===== src/rtl/ysyx_24080014_lsu_pkg.sv =====
// Shared types and helpers for the ysyx_24080014 load/store unit:
// FSM state encoding, RV32 funct3 codes and the request-legality/alignment check.
package ysyx_24080014_lsu_pkg;

   typedef enum logic [1:0] {
      S_IDLE  = 2'd0,
      S_ISSUE = 2'd1,
      S_WAIT  = 2'd2,
      S_RESP  = 2'd3
   } lsu_state_e;

   localparam logic [2:0] F3_LB  = 3'b000;
   localparam logic [2:0] F3_LH  = 3'b001;
   localparam logic [2:0] F3_LW  = 3'b010;
   localparam logic [2:0] F3_LBU = 3'b100;
   localparam logic [2:0] F3_LHU = 3'b101;
   localparam logic [2:0] F3_SB  = 3'b000;
   localparam logic [2:0] F3_SH  = 3'b001;
   localparam logic [2:0] F3_SW  = 3'b010;

   // Word-aligned memory address for a byte address.
   function automatic logic [31:0] lsu_word_addr(input logic [31:0] addr);
      return {addr[31:2], 2'b00};
   endfunction

   // True when funct3 is legal for the access direction and the address is
   // naturally aligned for the access size.
   function automatic logic lsu_req_ok(input logic       wen,
                                       input logic [2:0] funct3,
                                       input logic [1:0] addr_lo);
      logic ok;
      case (funct3)
         F3_LB:   ok = 1'b1;
         F3_LH:   ok = (addr_lo[0] == 1'b0);
         F3_LW:   ok = (addr_lo == 2'b00);
         F3_LBU:  ok = !wen;
         F3_LHU:  ok = !wen && (addr_lo[0] == 1'b0);
         default: ok = 1'b0;
      endcase
      return ok;
   endfunction

endpackage


===== src/rtl/ysyx_24080014_lsu_align.sv =====
// Combinational lane logic for the LSU: store byte-mask / data replication
// and load byte/half extraction with sign or zero extension.
module ysyx_24080014_lsu_align
   import ysyx_24080014_lsu_pkg::*;
(
   input  logic [2:0]  st_funct3_i,
   input  logic [1:0]  st_addr_lo_i,
   input  logic [31:0] st_wdata_i,
   output logic [3:0]  st_wmask_o,
   output logic [31:0] st_wdata_o,
   input  logic [2:0]  ld_funct3_i,
   input  logic [1:0]  ld_addr_lo_i,
   input  logic [31:0] ld_rdata_i,
   output logic [31:0] ld_data_o
);

   logic [31:0] ld_shift_s;

   // Store side: byte enables and lane-replicated write data.
   always_comb begin
      st_wmask_o = 4'b0000;
      st_wdata_o = 32'h0000_0000;
      case (st_funct3_i)
         F3_SB: begin
            st_wmask_o = 4'b0001 << st_addr_lo_i;
            st_wdata_o = {4{st_wdata_i[7:0]}};
         end
         F3_SH: begin
            st_wmask_o = 4'b0011 << {st_addr_lo_i[1], 1'b0};
            st_wdata_o = {2{st_wdata_i[15:0]}};
         end
         F3_SW: begin
            st_wmask_o = 4'b1111;
            st_wdata_o = st_wdata_i;
         end
         default: begin
            st_wmask_o = 4'b0000;
            st_wdata_o = 32'h0000_0000;
         end
      endcase
   end

   // Load side: shift addressed lane to bit 0 then extend; LW is only legal
   // with addr_lo == 0, so the shifted word equals the raw word there.
   always_comb begin
      ld_shift_s = ld_rdata_i >> {ld_addr_lo_i, 3'b000};
      case (ld_funct3_i)
         F3_LB:   ld_data_o = {{24{ld_shift_s[7]}}, ld_shift_s[7:0]};
         F3_LH:   ld_data_o = {{16{ld_shift_s[15]}}, ld_shift_s[15:0]};
         F3_LW:   ld_data_o = ld_shift_s;
         F3_LBU:  ld_data_o = {24'h00_0000, ld_shift_s[7:0]};
         F3_LHU:  ld_data_o = {16'h0000, ld_shift_s[15:0]};
         default: ld_data_o = 32'h0000_0000;
      endcase
   end

endmodule


===== src/rtl/ysyx_24080014_lsu.sv =====
// ysyx_24080014 load/store unit: one outstanding load/store between EXU and
// the single-port data memory, result returned to WBU. All outputs registered.
// Optional read-wait timeout enabled by defining YSYX_24080014_LSU_TIMEOUT_EN.
module ysyx_24080014_lsu
   import ysyx_24080014_lsu_pkg::*;
#(
   parameter int unsigned TIMEOUT_CYCLES = 16
) (
   input  logic        clk,
   input  logic        rst_n,
   input  logic        req_valid,
   output logic        req_ready,
   input  logic        req_wen,
   input  logic [2:0]  req_funct3,
   input  logic [31:0] req_addr,
   input  logic [31:0] req_wdata,
   output logic        resp_valid,
   input  logic        resp_ready,
   output logic [31:0] resp_rdata,
   output logic        resp_err,
   output logic        mem_ren,
   output logic        mem_wen,
   output logic [31:0] mem_raddr,
   output logic [31:0] mem_waddr,
   output logic [31:0] mem_wdata,
   output logic [7:0]  mem_wmask,
   input  logic [31:0] mem_rdata,
   input  logic        mem_ready
);

   lsu_state_e  state_q;
   logic        wen_q;
   logic [2:0]  funct3_q;
   logic [1:0]  addr_lo_q;
   logic        req_ready_q;
   logic        resp_valid_q;
   logic [31:0] resp_rdata_q;
   logic        resp_err_q;
   logic        mem_ren_q;
   logic        mem_wen_q;
   logic [31:0] mem_raddr_q;
   logic [31:0] mem_waddr_q;
   logic [31:0] mem_wdata_q;
   logic [3:0]  mem_wmask_q;

   logic [3:0]  st_wmask_s;
   logic [31:0] st_wdata_s;
   logic [31:0] ld_data_s;
   logic        req_ok_s;

`ifdef YSYX_24080014_LSU_TIMEOUT_EN
   localparam int unsigned CNT_W = $clog2(TIMEOUT_CYCLES + 1);
   logic [CNT_W-1:0] wait_cnt_q;
`endif

   // Store lanes come from the incoming request; load extraction uses the
   // latched access descriptor against the live memory data.
   ysyx_24080014_lsu_align u_align (
      .st_funct3_i  (req_funct3),
      .st_addr_lo_i (req_addr[1:0]),
      .st_wdata_i   (req_wdata),
      .st_wmask_o   (st_wmask_s),
      .st_wdata_o   (st_wdata_s),
      .ld_funct3_i  (funct3_q),
      .ld_addr_lo_i (addr_lo_q),
      .ld_rdata_i   (mem_rdata),
      .ld_data_o    (ld_data_s)
   );

   assign req_ok_s = lsu_req_ok(req_wen, req_funct3, req_addr[1:0]);

   // Request FSM with all interface outputs registered alongside the state.
   always_ff @(posedge clk or negedge rst_n) begin
      if (!rst_n) begin
         state_q      <= S_IDLE;
         wen_q        <= 1'b0;
         funct3_q     <= 3'b000;
         addr_lo_q    <= 2'b00;
         req_ready_q  <= 1'b1;
         resp_valid_q <= 1'b0;
         resp_rdata_q <= 32'h0000_0000;
         resp_err_q   <= 1'b0;
         mem_ren_q    <= 1'b0;
         mem_wen_q    <= 1'b0;
         mem_raddr_q  <= 32'h0000_0000;
         mem_waddr_q  <= 32'h0000_0000;
         mem_wdata_q  <= 32'h0000_0000;
         mem_wmask_q  <= 4'b0000;
`ifdef YSYX_24080014_LSU_TIMEOUT_EN
         wait_cnt_q   <= '0;
`endif
      end else begin
         case (state_q)
            S_IDLE: begin
               if (req_valid) begin
                  wen_q       <= req_wen;
                  funct3_q    <= req_funct3;
                  addr_lo_q   <= req_addr[1:0];
                  req_ready_q <= 1'b0;
                  if (req_ok_s) begin
                     state_q     <= S_ISSUE;
                     mem_ren_q   <= !req_wen;
                     mem_wen_q   <= req_wen;
                     mem_raddr_q <= lsu_word_addr(req_addr);
                     mem_waddr_q <= lsu_word_addr(req_addr);
                     mem_wmask_q <= req_wen ? st_wmask_s : 4'b0000;
                     mem_wdata_q <= req_wen ? st_wdata_s : 32'h0000_0000;
                  end else begin
                     // Illegal or misaligned: answer immediately, no strobe.
                     state_q      <= S_RESP;
                     resp_valid_q <= 1'b1;
                     resp_err_q   <= 1'b1;
                     resp_rdata_q <= 32'h0000_0000;
                  end
               end
            end
            S_ISSUE: begin
               mem_ren_q <= 1'b0;
               mem_wen_q <= 1'b0;
               if (wen_q) begin
                  // Stores are posted: no write acknowledge from memory.
                  state_q      <= S_RESP;
                  resp_valid_q <= 1'b1;
                  resp_err_q   <= 1'b0;
                  resp_rdata_q <= 32'h0000_0000;
               end else begin
                  state_q <= S_WAIT;
`ifdef YSYX_24080014_LSU_TIMEOUT_EN
                  wait_cnt_q <= '0;
`endif
               end
            end
            S_WAIT: begin
               if (mem_ready) begin
                  state_q      <= S_RESP;
                  resp_valid_q <= 1'b1;
                  resp_err_q   <= 1'b0;
                  resp_rdata_q <= ld_data_s;
               end
`ifdef YSYX_24080014_LSU_TIMEOUT_EN
               else if (wait_cnt_q == CNT_W'(TIMEOUT_CYCLES - 1)) begin
                  state_q      <= S_RESP;
                  resp_valid_q <= 1'b1;
                  resp_err_q   <= 1'b1;
                  resp_rdata_q <= 32'h0000_0000;
               end else begin
                  wait_cnt_q <= wait_cnt_q + CNT_W'(1);
               end
`endif
            end
            S_RESP: begin
               if (resp_ready) begin
                  state_q      <= S_IDLE;
                  resp_valid_q <= 1'b0;
                  resp_err_q   <= 1'b0;
                  resp_rdata_q <= 32'h0000_0000;
                  req_ready_q  <= 1'b1;
               end
            end
            default: begin
               state_q      <= S_IDLE;
               req_ready_q  <= 1'b1;
               resp_valid_q <= 1'b0;
               resp_err_q   <= 1'b0;
               mem_ren_q    <= 1'b0;
               mem_wen_q    <= 1'b0;
            end
         endcase
      end
   end

   assign req_ready  = req_ready_q;
   assign resp_valid = resp_valid_q;
   assign resp_rdata = resp_rdata_q;
   assign resp_err   = resp_err_q;
   assign mem_ren    = mem_ren_q;
   assign mem_wen    = mem_wen_q;
   assign mem_raddr  = mem_raddr_q;
   assign mem_waddr  = mem_waddr_q;
   assign mem_wdata  = mem_wdata_q;
   assign mem_wmask  = {4'b0000, mem_wmask_q};

endmodule


===== config.mk =====
export PLATFORM = sky130hd
export DESIGN_NAME = ysyx_24080014_lsu
export DESIGN_NICKNAME = d
export VERILOG_FILES = /design/src/rtl/ysyx_24080014_lsu_pkg.sv /design/src/rtl/ysyx_24080014_lsu_align.sv /design/src/rtl/ysyx_24080014_lsu.sv
export SDC_FILE = /design/constraint.sdc
export NUM_CORES = 1
export LEC_CHECK = 0
export CORE_ASPECT_RATIO = 1.1
export CORE_MARGIN = 1.5
export CORE_UTILIZATION = 25
export CTS_CLUSTER_DIAMETER = 100
export DETAILED_ROUTE_END_ITERATION = 7
export PLACE_DENSITY_LB_ADDON = 0.1
export SETUP_SLACK_MARGIN = 0.05
export SYNTH_ARGS = -nofsm -noshare
export SYNTH_HDL_FRONTEND = slang
export SYNTH_HIERARCHICAL = 1
export SYNTH_SLANG_ARGS = --single-unit

===== constraint.sdc =====
create_clock -name clk -period 2.2 [get_ports clk]
set_input_delay 0.66 -clock clk [delete_from_list [all_inputs] [get_ports clk]]
set_output_delay 0.66 -clock clk [all_outputs]
set_load 0.02 [all_outputs]

==> impl_results.html, run 1 <==
<table>
<tr><th>Metric</th><th>Value</th></tr>
<tr><th colspan="2">Run status</th></tr>
<tr><td>Run status</td><td>complete, no violations</td></tr>
<tr><th colspan="2">Synth</th></tr>
<tr><td>Number of enable-type register cells in the synthesized netlist</td><td>0</td></tr>
<tr><td>Synth top area cells</td><td>sky130_fd_sc_hd__dfrtp_1, sky130_fd_sc_hd__nand2_1, sky130_fd_sc_hd__o21ai_0</td></tr>
<tr><td>Cells after Synth</td><td>685</td></tr>
<tr><td>Synth unique cells</td><td>42</td></tr>
<tr><td>Mean cell area of the mapped netlist</td><td>9.20 um^2</td></tr>
<tr><td>Most numerous cell types in the synthesized netlist</td><td>sky130_fd_sc_hd__nand2_1, sky130_fd_sc_hd__dfrtp_1, sky130_fd_sc_hd__o21ai_0</td></tr>
<tr><td>Number of synthesis warnings</td><td>6</td></tr>
<tr><td>Proportion of synthesized chip area in sequential cells</td><td>0.441</td></tr>
<tr><td>Area fraction of the dominant cell type after synthesis</td><td>0.437</td></tr>
<tr><td>Top flip-flop cell by instance count after synthesis</td><td>sky130_fd_sc_hd__dfrtp_1</td></tr>
<tr><td>Mapped cell area</td><td>6300 um^2</td></tr>
<tr><td>Count of state elements after synthesis</td><td>111</td></tr>
<tr><td>Most frequently used cell type in the post-synthesis netlist</td><td>sky130_fd_sc_hd__nand2_1</td></tr>
<tr><td>Share of flip-flops with an asynchronous set or reset</td><td>1.00</td></tr>
<tr><td>Cell taking the most area after synthesis</td><td>sky130_fd_sc_hd__dfrtp_1</td></tr>
<tr><th colspan="2">Routing</th></tr>
<tr><td># DRC</td><td>0</td></tr>
<tr><td>Total detailed-routing wirelength</td><td>20300 um</td></tr>
<tr><td>Via density</td><td>4.47</td></tr>
<tr><td>Vias after detailed routing</td><td>5440</td></tr>
<tr><td>Residual antenna-violating net count after detailed routing</td><td>0</td></tr>
<tr><td>Violation count after the first detailed-route iteration</td><td>213</td></tr>
<tr><td>WL/cell</td><td>16.7 um</td></tr>
<tr><td>DR pass1 iterations</td><td>5</td></tr>
<tr><th colspan="2">Floorplan</th></tr>
<tr><td>Total die area</td><td>26200 um^2</td></tr>
<tr><td>Initial cell density of the core</td><td>0.256</td></tr>
<tr><td>Vertical die dimension</td><td>170 um</td></tr>
<tr><td>Row Count</td><td>60</td></tr>
<tr><td>Die Span X</td><td>154 um</td></tr>
<tr><td>Number of top-level design ports</td><td>246</td></tr>
<tr><td>Core Box Area</td><td>24600 um^2</td></tr>
<tr><th colspan="2">Global route</th></tr>
<tr><td>Maximum number of pins on one net before global-route repair</td><td>39</td></tr>
<tr><td>Overall fraction of global-route tracks in use</td><td>0.156</td></tr>
<tr><td>Total overflow reported by the global router</td><td>0</td></tr>
<tr><td>Vias in the first global route</td><td>5494</td></tr>
<tr><td>Antenna violations before repair</td><td>0</td></tr>
<tr><td>Global-route wire length before repair</td><td>31700 um</td></tr>
<tr><th colspan="2">Worst setup path</th></tr>
<tr><td>Worst endpoint required time</td><td>2.44 ns</td></tr>
<tr><td>Kind of start point of the critical path</td><td>input port</td></tr>
<tr><td>Biggest fanout along the worst timing path</td><td>3</td></tr>
<tr><td>Setup crit end kind</td><td>flop</td></tr>
<tr><td>Data arrival at the endpoint of the critical path</td><td>2.31 ns</td></tr>
<tr><td>Crit path kind</td><td>in -&gt; reg</td></tr>
<tr><td>Worst reg-to-reg setup slack</td><td>0.31 ns</td></tr>
<tr><th colspan="2">Finish</th></tr>
<tr><td>ANT cells</td><td>0</td></tr>
<tr><td>Final instance area</td><td>9330 um^2</td></tr>
<tr><td>Area overhead of the layout relative to synthesis</td><td>48.1%</td></tr>
<tr><td>NumNets Final</td><td>1011</td></tr>
<tr><td>Final instance count without filler cells</td><td>1216</td></tr>
<tr><td>Number of filler instances in the final layout</td><td>2556</td></tr>
<tr><td>Proportion of layout cells with a drive suffix above 1</td><td>0.136</td></tr>
<tr><th colspan="2">Timing</th></tr>
<tr><td>Max Clock Skew</td><td>0.0112 ns</td></tr>
<tr><td>F_max</td><td>485 MHz</td></tr>
<tr><td>Setup TNS Final</td><td>0 ns</td></tr>
<tr><td>RSZ-0062 raised after global routing</td><td>no</td></tr>
<tr><td>Final critical-path required period</td><td>2.06 ns</td></tr>
<tr><td>Transition at the pin with the smallest max-transition slack</td><td>0.650 ns</td></tr>
<tr><td>Number of pins with negative max-slew slack in the final report</td><td>0</td></tr>
<tr><td>Final clock period utilization by the worst path</td><td>0.938</td></tr>
<tr><td>Final WS setup</td><td>0.137 ns</td></tr>
<tr><td>Final Hold Fails</td><td>0</td></tr>
<tr><td>Finish-stage setup viols</td><td>0</td></tr>
<tr><td>Normalized max-slew margin</td><td>0.566</td></tr>
<tr><th colspan="2">CTS</th></tr>
<tr><td>Clock transition time at the flip-flop clock pins of the worst setup and hold paths</td><td>0.08 ns</td></tr>
<tr><td>CTS buffer count</td><td>9</td></tr>
<tr><td>TritonCTS clock tree</td><td>built</td></tr>
<tr><td>Maximum buffer depth of the clock tree</td><td>2</td></tr>
<tr><td>Count of H-tree levels built during CTS</td><td>3</td></tr>
<tr><td>Total clock sinks</td><td>111</td></tr>
<tr><td>Clock network latency to the later pin of the worst-skew pair</td><td>0.36 ns</td></tr>
<tr><td>CTS Hold Bufs</td><td>0</td></tr>
<tr><td>Clock Root Buffer</td><td>sky130_fd_sc_hd__clkbuf_16</td></tr>
<tr><th colspan="2">Place</th></tr>
<tr><td>Post-placement cell count</td><td>1200</td></tr>
<tr><td>HPWL Detailed</td><td>15100 um</td></tr>
<tr><td>Cell area after placement</td><td>9030 um^2</td></tr>
<tr><td>Routability congestion estimate from global placement</td><td>0.803</td></tr>
<tr><td>Port Buf Inserts</td><td>237</td></tr>
<tr><td>Worst slack at placement</td><td>-0.369 ns</td></tr>
<tr><th colspan="2">Power</th></tr>
<tr><td>Cell area power density</td><td>1280 nW/um^2</td></tr>
<tr><td>IR Drop Worst-Case VDD</td><td>0.410 mV</td></tr>
<tr><td>Leakage dissipation</td><td>0.00388 uW</td></tr>
<tr><th colspan="2">Flow run</th></tr>
<tr><td>Total of max-cap violations</td><td>0</td></tr>
<tr><th colspan="2">Min path</th></tr>
<tr><td>Class of the tightest hold or removal check</td><td>in -&gt; async</td></tr>
</table>
==> layout by cell type, fill, tap and decap left out, drive strengths merged, types with 3 or more instances in the layout <==
master         count
buf               54
o21a               4
nor2b             13
ha                 5
o21ai            114
a21oi             31
clkbuf            10
mux2i              9
nand2            147
a211oi            15
conb               8
dfrtp            110
nand3              3
mux2              44
nand2b            12
clkdlybuf4s50    234
a21o              17
inv               12
nand3b            10
a2bb2oi            8
nor2               6
and2               8
o211ai            16
==> timing repair <==
action	4_1_cts	5_1_grt
resized for setup	2	3
hold endpoints to repair	0	0
setup endpoints to repair	6	5
setup buffers	0	0
==> where the power goes <==
part,total (uW),switching [uW],internal [uW]
Combinational,6790,3530,3270
Clock,1710,879,832
Sequential,3430,585,2840
Total,11900,4990,6940
==> worst paths after layout <==
| path | to | cells after the start | start |
|---|---|---|---|
| max in group asynchronous | req_ready | 2 | rst_n |
| hold / removal | resp_rdata[3] | 1 | rst_n |
| setup reg to reg | resp_err | 6 | state_q[0] |
| setup / recovery | resp_err | 5 | req_addr[0] |
| hold reg to reg | mem_wdata[9] | 2 | mem_wdata[9] |
| min in group clk | mem_wdata[9] | 2 | mem_wdata[9] |
==> logic make-up (layout without fill, tap and decap cells) <==
group	Yosys count	in the layout	synth area share
compound gates	210	210	0.198
fa+ha+maj	5	5	0.00993
buf+inv	100	314	0.0939
flops	111	111	0.441
mux	54	54	0.106
other cells	1	8	0.000595
simple gates	204	204	0.151
==> metal layers <==
layer	GRT usage	vias up	share of wire
li1	-	2739	-
met1	0.203	2529	0.45
met2	0.256	162	0.48
met3	0.0380	10	0.069
met4	0.0472	0	0.0088
met5	0	-	0
==> layout make-up <==
| cell class | instances | area (um^2) | area share |
|---|---|---|---|
| Clock buffer | 10 | 239 | 0.0256 |
| Clock inverter | 6 | 57.6 | 0.00617 |
| Timing Repair Buffer | 290 | 2870 | 0.308 |
| Sequential cell | 111 | 2780 | 0.298 |
| Multi-Input combinational cell | 481 | 2970 | 0.318 |
| Tap cell | 310 | 388 | 0.0416 |
| Inverter | 8 | 30.0 | 0.00322 |
==> worst max-delay path: stages <==
cell	delay [ns]
sky130_fd_sc_hd__clkdlybuf4s50_1	0.50
sky130_fd_sc_hd__nor4_4	0.34
sky130_fd_sc_hd__o21a_1	0.19
sky130_fd_sc_hd__or2_1	0.26
sky130_fd_sc_hd__mux2_1	0.35
==> state kept, by name, indices dropped and copies added, names as in the netlist <==
register     cells
addr_lo_q        2
funct3_q         3
mem_raddr       30
mem_ren          1
mem_wdata       32
mem_wen          1
mem_wmask_q      4
req_ready        1
resp_err         1
resp_rdata      32
resp_valid       1
state_q          2
wen_q            1
==> stage by stage <==
step                      total power (uW)  hold slack, ns   util
after floorplan                       7540           0.364      -
after global placement               10300           0.462  0.367
after detailed placement             10400           0.473  0.367
after CTS                            12100           0.254  0.379
after global routing                 12700           0.272  0.379
final                                11900           0.242  0.379
Note: power is estimated with default switching activity, not from simulation.
==> inputs of run 2 (changes only) <==
- GPL_TIMING_DRIVEN: not set -> 0
==> impl_results.html, run 2 (synthesis gave the netlist of run 1 again) <==
<table>
<tr><th>Metric</th><th>Value</th></tr>
<tr><th colspan="2">Global route</th></tr>
<tr><td>Antenna violations before repair</td><td>0</td></tr>
<tr><td>Overall fraction of global-route tracks in use</td><td>0.162</td></tr>
<tr><td>Total overflow reported by the global router</td><td>0</td></tr>
<tr><td>Vias in the first global route</td><td>5702</td></tr>
<tr><td>Maximum number of pins on one net before global-route repair</td><td>61</td></tr>
<tr><td>Global-route wire length before repair</td><td>33000 um</td></tr>
<tr><th colspan="2">Worst setup path</th></tr>
<tr><td>Worst reg-to-reg setup slack</td><td>0.17 ns</td></tr>
<tr><td>Critical path startpoint</td><td>mem_raddr[19]</td></tr>
<tr><td>Critical path capture point</td><td>mem_waddr[19]</td></tr>
<tr><td>Worst endpoint required time</td><td>1.54 ns</td></tr>
<tr><td>Crit path kind</td><td>reg -&gt; out</td></tr>
<tr><td>Endpoint of the lowest-slack register-to-register path</td><td>resp_err</td></tr>
<tr><td>Biggest fanout along the worst timing path</td><td>3</td></tr>
<tr><td>Setup crit end kind</td><td>output port</td></tr>
<tr><td>Reg2Reg Depth</td><td>7</td></tr>
<tr><td>Data arrival at the endpoint of the critical path</td><td>1.44 ns</td></tr>
<tr><td>Kind of start point of the critical path</td><td>flop</td></tr>
<tr><td>R2R Path Start</td><td>state_q[1]</td></tr>
<tr><th colspan="2">CTS</th></tr>
<tr><td>CTS buffer count</td><td>9</td></tr>
<tr><td>CTS Hold Bufs</td><td>0</td></tr>
<tr><td>Clock Root Buffer</td><td>sky130_fd_sc_hd__clkbuf_16</td></tr>
<tr><td>Total clock sinks</td><td>111</td></tr>
<tr><td>Maximum buffer depth of the clock tree</td><td>2</td></tr>
<tr><td>Clock network latency to the later pin of the worst-skew pair</td><td>0.36 ns</td></tr>
<tr><td>Clock transition time at the flip-flop clock pins of the worst setup and hold paths</td><td>0.08 ns</td></tr>
<tr><td>Count of H-tree levels built during CTS</td><td>3</td></tr>
<tr><td>TritonCTS clock tree</td><td>built</td></tr>
<tr><th colspan="2">Finish</th></tr>
<tr><td>Proportion of layout cells with a drive suffix above 1</td><td>0.149</td></tr>
<tr><td>Area overhead of the layout relative to synthesis</td><td>52.1%</td></tr>
<tr><td>Fin util</td><td>0.389</td></tr>
<tr><td>ANT cells</td><td>0</td></tr>
<tr><td>NumNets Final</td><td>1054</td></tr>
<tr><td>Final instance count without filler cells</td><td>1259</td></tr>
<tr><td>Most frequent cells in the layout</td><td>sky130_fd_sc_hd__clkdlybuf4s50_1, sky130_fd_sc_hd__nand2_1, sky130_fd_sc_hd__dfrtp_1</td></tr>
<tr><td>Most common cell after layout, fill and taps aside</td><td>sky130_fd_sc_hd__clkdlybuf4s50_1</td></tr>
<tr><th colspan="2">Timing</th></tr>
<tr><td>Hold WS</td><td>0.239 ns</td></tr>
<tr><td>Max Clock Skew</td><td>0.0138 ns</td></tr>
<tr><td>Final Hold Fails</td><td>0</td></tr>
<tr><td>Final critical-path required period</td><td>2.10 ns</td></tr>
<tr><td>RSZ-0062 raised after global routing</td><td>yes</td></tr>
<tr><td>Transition at the pin with the smallest max-transition slack</td><td>0.507 ns</td></tr>
<tr><td>F_max</td><td>477 MHz</td></tr>
<tr><td>Finish-stage setup viols</td><td>0</td></tr>
<tr><td>Normalized max-slew margin</td><td>0.653</td></tr>
<tr><td>Setup TNS Final</td><td>0 ns</td></tr>
<tr><td>Final clock period utilization by the worst path</td><td>0.953</td></tr>
<tr><td>Number of pins with negative max-slew slack in the final report</td><td>0</td></tr>
<tr><th colspan="2">Routing</th></tr>
<tr><td>Vias after detailed routing</td><td>5726</td></tr>
<tr><td>DR pass1 iterations</td><td>5</td></tr>
<tr><td>Via density</td><td>4.55</td></tr>
<tr><td># DRC</td><td>0</td></tr>
<tr><td>WL/cell</td><td>16.8 um</td></tr>
<tr><td>Violation count after the first detailed-route iteration</td><td>286</td></tr>
<tr><td>Residual antenna-violating net count after detailed routing</td><td>0</td></tr>
<tr><td>Total detailed-routing wirelength</td><td>21200 um</td></tr>
<tr><th colspan="2">Power</th></tr>
<tr><td>Overall power</td><td>12500 uW</td></tr>
<tr><td>Leakage dissipation</td><td>0.00423 uW</td></tr>
<tr><td>IR Drop Worst-Case VDD</td><td>0.381 mV</td></tr>
<tr><td>Cell area power density</td><td>1310 nW/um^2</td></tr>
<tr><th colspan="2">Place</th></tr>
<tr><td>HPWL Detailed</td><td>16400 um</td></tr>
<tr><td>Post-placement cell count</td><td>1240</td></tr>
<tr><td>Routability congestion estimate from global placement</td><td>0.824</td></tr>
<tr><td>Port Buf Inserts</td><td>237</td></tr>
<tr><th colspan="2">Floorplan</th></tr>
<tr><td>Vertical die dimension</td><td>170 um</td></tr>
<tr><td>Die Span X</td><td>154 um</td></tr>
<tr><td>Row Count</td><td>60</td></tr>
<tr><td>Initial cell density of the core</td><td>0.256</td></tr>
<tr><td>Total die area</td><td>26200 um^2</td></tr>
<tr><td>Number of top-level design ports</td><td>246</td></tr>
<tr><td>Core Box Area</td><td>24600 um^2</td></tr>
<tr><th colspan="2">Run status</th></tr>
<tr><td>Run status</td><td>complete, no violations</td></tr>
<tr><th colspan="2">Min path</th></tr>
<tr><td>Class of the tightest hold or removal check</td><td>in -&gt; async</td></tr>
<tr><th colspan="2">Flow run</th></tr>
<tr><td>Total of max-cap violations</td><td>0</td></tr>
</table>
run 2: per-layer routing:
metal  vias up  global-route usage  wire, um
met2       173               0.276     10300
met4         0              0.0360       228
met1      2711               0.210      9370
met3        15              0.0360      1300
li1       2827                   -         -
met5         -                   0         0
run 2: metrics by stage:
step	cell area, um^2	worst slack, ns
final	9580	0.103
after global placement	9090	-4.45
after floorplan	6330	0.298
after global routing	9580	0.0342
after CTS	9500	0.0571
after detailed placement	9120	-0.737
run 2: layout make-up:
type,count,area (um^2)
Buffer,91,566
Clock buffer,9,225
Clock inverter,7,115
Fill cell,2527,15000
Inverter,8,30.0
Multi-Input combinational cell,481,3010
Sequential cell,111,2780
Tap cell,310,388
Timing Repair Buffer,242,2470
run 2: timing repair:
| action | 4_1_cts | 5_1_grt |
|---|---|---|
| setup endpoints to repair | 105 | 117 |
| pin swaps | 3 | 3 |
| setup buffers | 2 | 2 |
| resized for setup | 19 | 31 |
run 2: how the worst min path moves through the flow:
stage / startpoint / endpoint
floorplan: rst_n / addr_lo_q[0]
global placement: mem_wmask_q[2] / mem_wmask_q[2]
detailed placement: mem_wdata[31] / mem_wdata[31]
CTS: rst_n / resp_rdata[4]
global route: rst_n / resp_rdata[4]
finish: rst_n / resp_rdata[4]
run 2: worst max-delay path: stages (launching register included):
cell	delay [ns]
sky130_fd_sc_hd__dfrtp_1	0.38
sky130_fd_sc_hd__buf_4	0.11
sky130_fd_sc_hd__clkdlybuf4s50_1	0.59
run 2: report_power, final:
group / internal, uW / switching, uW
Sequential: 2840 / 588
Combinational: 3510 / 3670
Clock: 1030 / 886
==> inputs of run 3 (changes only) <==
- CAP_MARGIN: not set -> 10
- CORE_UTILIZATION: 25 -> 45
==> impl_results.html, run 3 (synthesis gave the netlist of run 1 again) <==
<table>
<tr><th>Metric</th><th>Value</th></tr>
<tr><th colspan="2">Worst setup path</th></tr>
<tr><td>Worst Path Buf+Inv</td><td>2</td></tr>
<tr><td>Biggest fanout along the worst timing path</td><td>3</td></tr>
<tr><td>Worst endpoint required time</td><td>1.54 ns</td></tr>
<tr><td>Series of cell instances along the critical path</td><td>buf_4 &gt; clkdlybuf4s50_1</td></tr>
<tr><td>Kind of start point of the critical path</td><td>flop</td></tr>
<tr><td>Data arrival at the endpoint of the critical path</td><td>1.45 ns</td></tr>
<tr><td>Slowest stage delay, CP</td><td>0.59 ns</td></tr>
<tr><td>Cell family contributing the most delay on the critical path</td><td>buffers and inverters</td></tr>
<tr><td>Setup crit end kind</td><td>output port</td></tr>
<tr><td>Crit path max-delay cell type</td><td>sky130_fd_sc_hd__clkdlybuf4s50_1</td></tr>
<tr><td>Crit path kind</td><td>reg -&gt; out</td></tr>
<tr><th colspan="2">Finish</th></tr>
<tr><td>Proportion of layout cells with a drive suffix above 1</td><td>0.149</td></tr>
<tr><td>Fin util</td><td>0.683</td></tr>
<tr><td>Area overhead of the layout relative to synthesis</td><td>49.0%</td></tr>
<tr><td>Number of filler instances in the final layout</td><td>1167</td></tr>
<tr><td>Most common cell after layout, fill and taps aside</td><td>sky130_fd_sc_hd__clkdlybuf4s50_1</td></tr>
<tr><td>Most frequent cells in the layout</td><td>sky130_fd_sc_hd__clkdlybuf4s50_1, sky130_fd_sc_hd__nand2_1, sky130_fd_sc_hd__dfrtp_1</td></tr>
<tr><td>NumNets Final</td><td>1054</td></tr>
<tr><th colspan="2">Timing</th></tr>
<tr><td>Setup TNS Final</td><td>0 ns</td></tr>
<tr><td>F_max</td><td>474 MHz</td></tr>
<tr><td>Final Hold Fails</td><td>0</td></tr>
<tr><td>Final WS setup</td><td>0.0900 ns</td></tr>
<tr><td>Final clock period utilization by the worst path</td><td>0.959</td></tr>
<tr><td>Normalized max-slew margin</td><td>0.625</td></tr>
<tr><td>Number of pins with negative max-slew slack in the final report</td><td>0</td></tr>
<tr><td>Final critical-path required period</td><td>2.11 ns</td></tr>
<tr><td>RSZ-0062 raised after global routing</td><td>no</td></tr>
<tr><td>Finish-stage setup viols</td><td>0</td></tr>
<tr><td>Transition at the pin with the smallest max-transition slack</td><td>0.563 ns</td></tr>
<tr><td>Max Clock Skew</td><td>0.00746 ns</td></tr>
<tr><td>Hold WS</td><td>0.287 ns</td></tr>
<tr><th colspan="2">CTS</th></tr>
<tr><td>Clock network latency to the later pin of the worst-skew pair</td><td>0.36 ns</td></tr>
<tr><td>Maximum buffer depth of the clock tree</td><td>2</td></tr>
<tr><td>Count of H-tree levels built during CTS</td><td>3</td></tr>
<tr><td>TritonCTS clock tree</td><td>built</td></tr>
<tr><td>CTS Hold Bufs</td><td>0</td></tr>
<tr><td>Clock Root Buffer</td><td>sky130_fd_sc_hd__clkbuf_16</td></tr>
<tr><td>Clock transition time at the flip-flop clock pins of the worst setup and hold paths</td><td>0.08 ns</td></tr>
<tr><td>Total clock sinks</td><td>111</td></tr>
<tr><td>CTS buffer count</td><td>9</td></tr>
<tr><th colspan="2">Global route</th></tr>
<tr><td>Antenna violations before repair</td><td>3</td></tr>
<tr><td>Overall fraction of global-route tracks in use</td><td>0.255</td></tr>
<tr><td>Total overflow reported by the global router</td><td>0</td></tr>
<tr><td>Vias in the first global route</td><td>5906</td></tr>
<tr><td>Maximum number of pins on one net before global-route repair</td><td>73</td></tr>
<tr><td>Global-route wire length before repair</td><td>29600 um</td></tr>
<tr><th colspan="2">Power</th></tr>
<tr><td>Share of power burned in registers</td><td>0.279</td></tr>
<tr><td>Leakage dissipation</td><td>0.00418 uW</td></tr>
<tr><td>Switching power</td><td>5040 uW</td></tr>
<tr><td>Internal</td><td>7260 uW</td></tr>
<tr><td>Overall power</td><td>12300 uW</td></tr>
<tr><td>Cell area power density</td><td>1310 nW/um^2</td></tr>
<tr><td>Power share of the clock group</td><td>0.142</td></tr>
<tr><td>IR Drop Worst-Case VDD</td><td>0.598 mV</td></tr>
<tr><td>Logic pwr share</td><td>0.579</td></tr>
<tr><td>Net switching share of the total power</td><td>0.410</td></tr>
<tr><th colspan="2">Floorplan</th></tr>
<tr><td>Initial cell density of the core</td><td>0.459</td></tr>
<tr><td>Row Count</td><td>45</td></tr>
<tr><td>Number of top-level design ports</td><td>246</td></tr>
<tr><td>Vertical die dimension</td><td>127 um</td></tr>
<tr><td>Core Box Area</td><td>13700 um^2</td></tr>
<tr><td>Total die area</td><td>14700 um^2</td></tr>
<tr><td>Die Span X</td><td>116 um</td></tr>
<tr><th colspan="2">Flow run</th></tr>
<tr><td>Total of max-cap violations</td><td>0</td></tr>
<tr><th colspan="2">Routing</th></tr>
<tr><td>Total detailed-routing wirelength</td><td>18800 um</td></tr>
<tr><td>Via density</td><td>5.20</td></tr>
<tr><td>Violation count after the first detailed-route iteration</td><td>420</td></tr>
<tr><td>Residual antenna-violating net count after detailed routing</td><td>0</td></tr>
<tr><td>WL/cell</td><td>16.5 um</td></tr>
<tr><td>DR pass1 iterations</td><td>5</td></tr>
<tr><td>Vias after detailed routing</td><td>5932</td></tr>
<tr><td># DRC</td><td>0</td></tr>
<tr><th colspan="2">Place</th></tr>
<tr><td>Routability congestion estimate from global placement</td><td>0.905</td></tr>
<tr><td>HPWL Detailed</td><td>14400 um</td></tr>
<tr><td>Port Buf Inserts</td><td>237</td></tr>
<tr><td>Worst slack at placement</td><td>-0.531 ns</td></tr>
<tr><th colspan="2">Run status</th></tr>
<tr><td>Run status</td><td>complete, no violations</td></tr>
<tr><th colspan="2">Min path</th></tr>
<tr><td>Class of the tightest hold or removal check</td><td>in -&gt; async</td></tr>
</table>
[run 3: cell count changes in the layout (fill, tap and decap cells not counted), sizes merged]
| cell | previous run | this run |
|---|---|---|
| clkdlybuf4s50 | 205 | 210 |
| dlymetal6s2s | 22 | 18 |
| diode | 0 | 3 |
| inv | 10 | 12 |
| bufinv | 2 | 1 |
| clkinv | 2 | 1 |
| clkinvlp | 1 | 0 |
[run 3: worst paths after layout]
check                      cells past startpoint         start            end  slack [ns]
min in group clk                               2  mem_wdata[6]   mem_wdata[6]        0.49
min reg2reg                                    2  mem_wdata[6]   mem_wdata[6]        0.49
max in group asynchronous                      2         rst_n      req_ready        1.14
max reg2reg                                    7    state_q[0]  mem_raddr[20]        0.20
max                                            2  mem_raddr[8]   mem_waddr[8]        0.09
min                                            1         rst_n  resp_rdata[3]        0.29
[run 3: timing repair]
item	4_1_cts	5_1_grt
hold endpoints to repair	0	0
resized for setup	15	28
setup buffers	4	1
pin swaps	3	3
endpoints found under the setup margin	98	97
[run 3: cell type report]
cell class	count	area, um^2	share of cell area
Buffer	90	564	0.0601
Timing Repair Buffer	243	2470	0.263
Multi-Input combinational cell	481	2990	0.319
Clock inverter	6	72.6	0.00773
Clock buffer	10	239	0.0255
Antenna cell	3	7.51	0.000800
Sequential cell	111	2780	0.296
Tap cell	188	235	0.0251
Inverter	8	30.0	0.00320
[run 3: per-layer routing]
| metal | routed length, um | track usage | up-vias |
|---|---|---|---|
| met2 | 9460 | 0.439 | 233 |
| met3 | 1220 | 0.0621 | 48 |
| li1 | - | - | 2834 |
| met4 | 588 | 0.105 | 0 |
| met5 | 0 | 0 | - |
| met1 | 7500 | 0.304 | 2817 |
[run 3: through the flow]
stage	instances	cell area (um^2)
floorplan	692	6330
global placement	1117	8930
detailed placement	1118	8960
CTS	1138	9320
global route	1140	9390
finish	1140	9390
[run 3: power groups by stage]
stage	clock network, uW	registers (uW)	logic (uW)
3_5_place_dp	0	3460	7100
3_3_place_gp	0	3420	6980
6_report	1750	3430	7120
5_1_grt	1870	3550	7610
2_1_floorplan	0	4240	3300
4_1_cts	1800	3440	7120
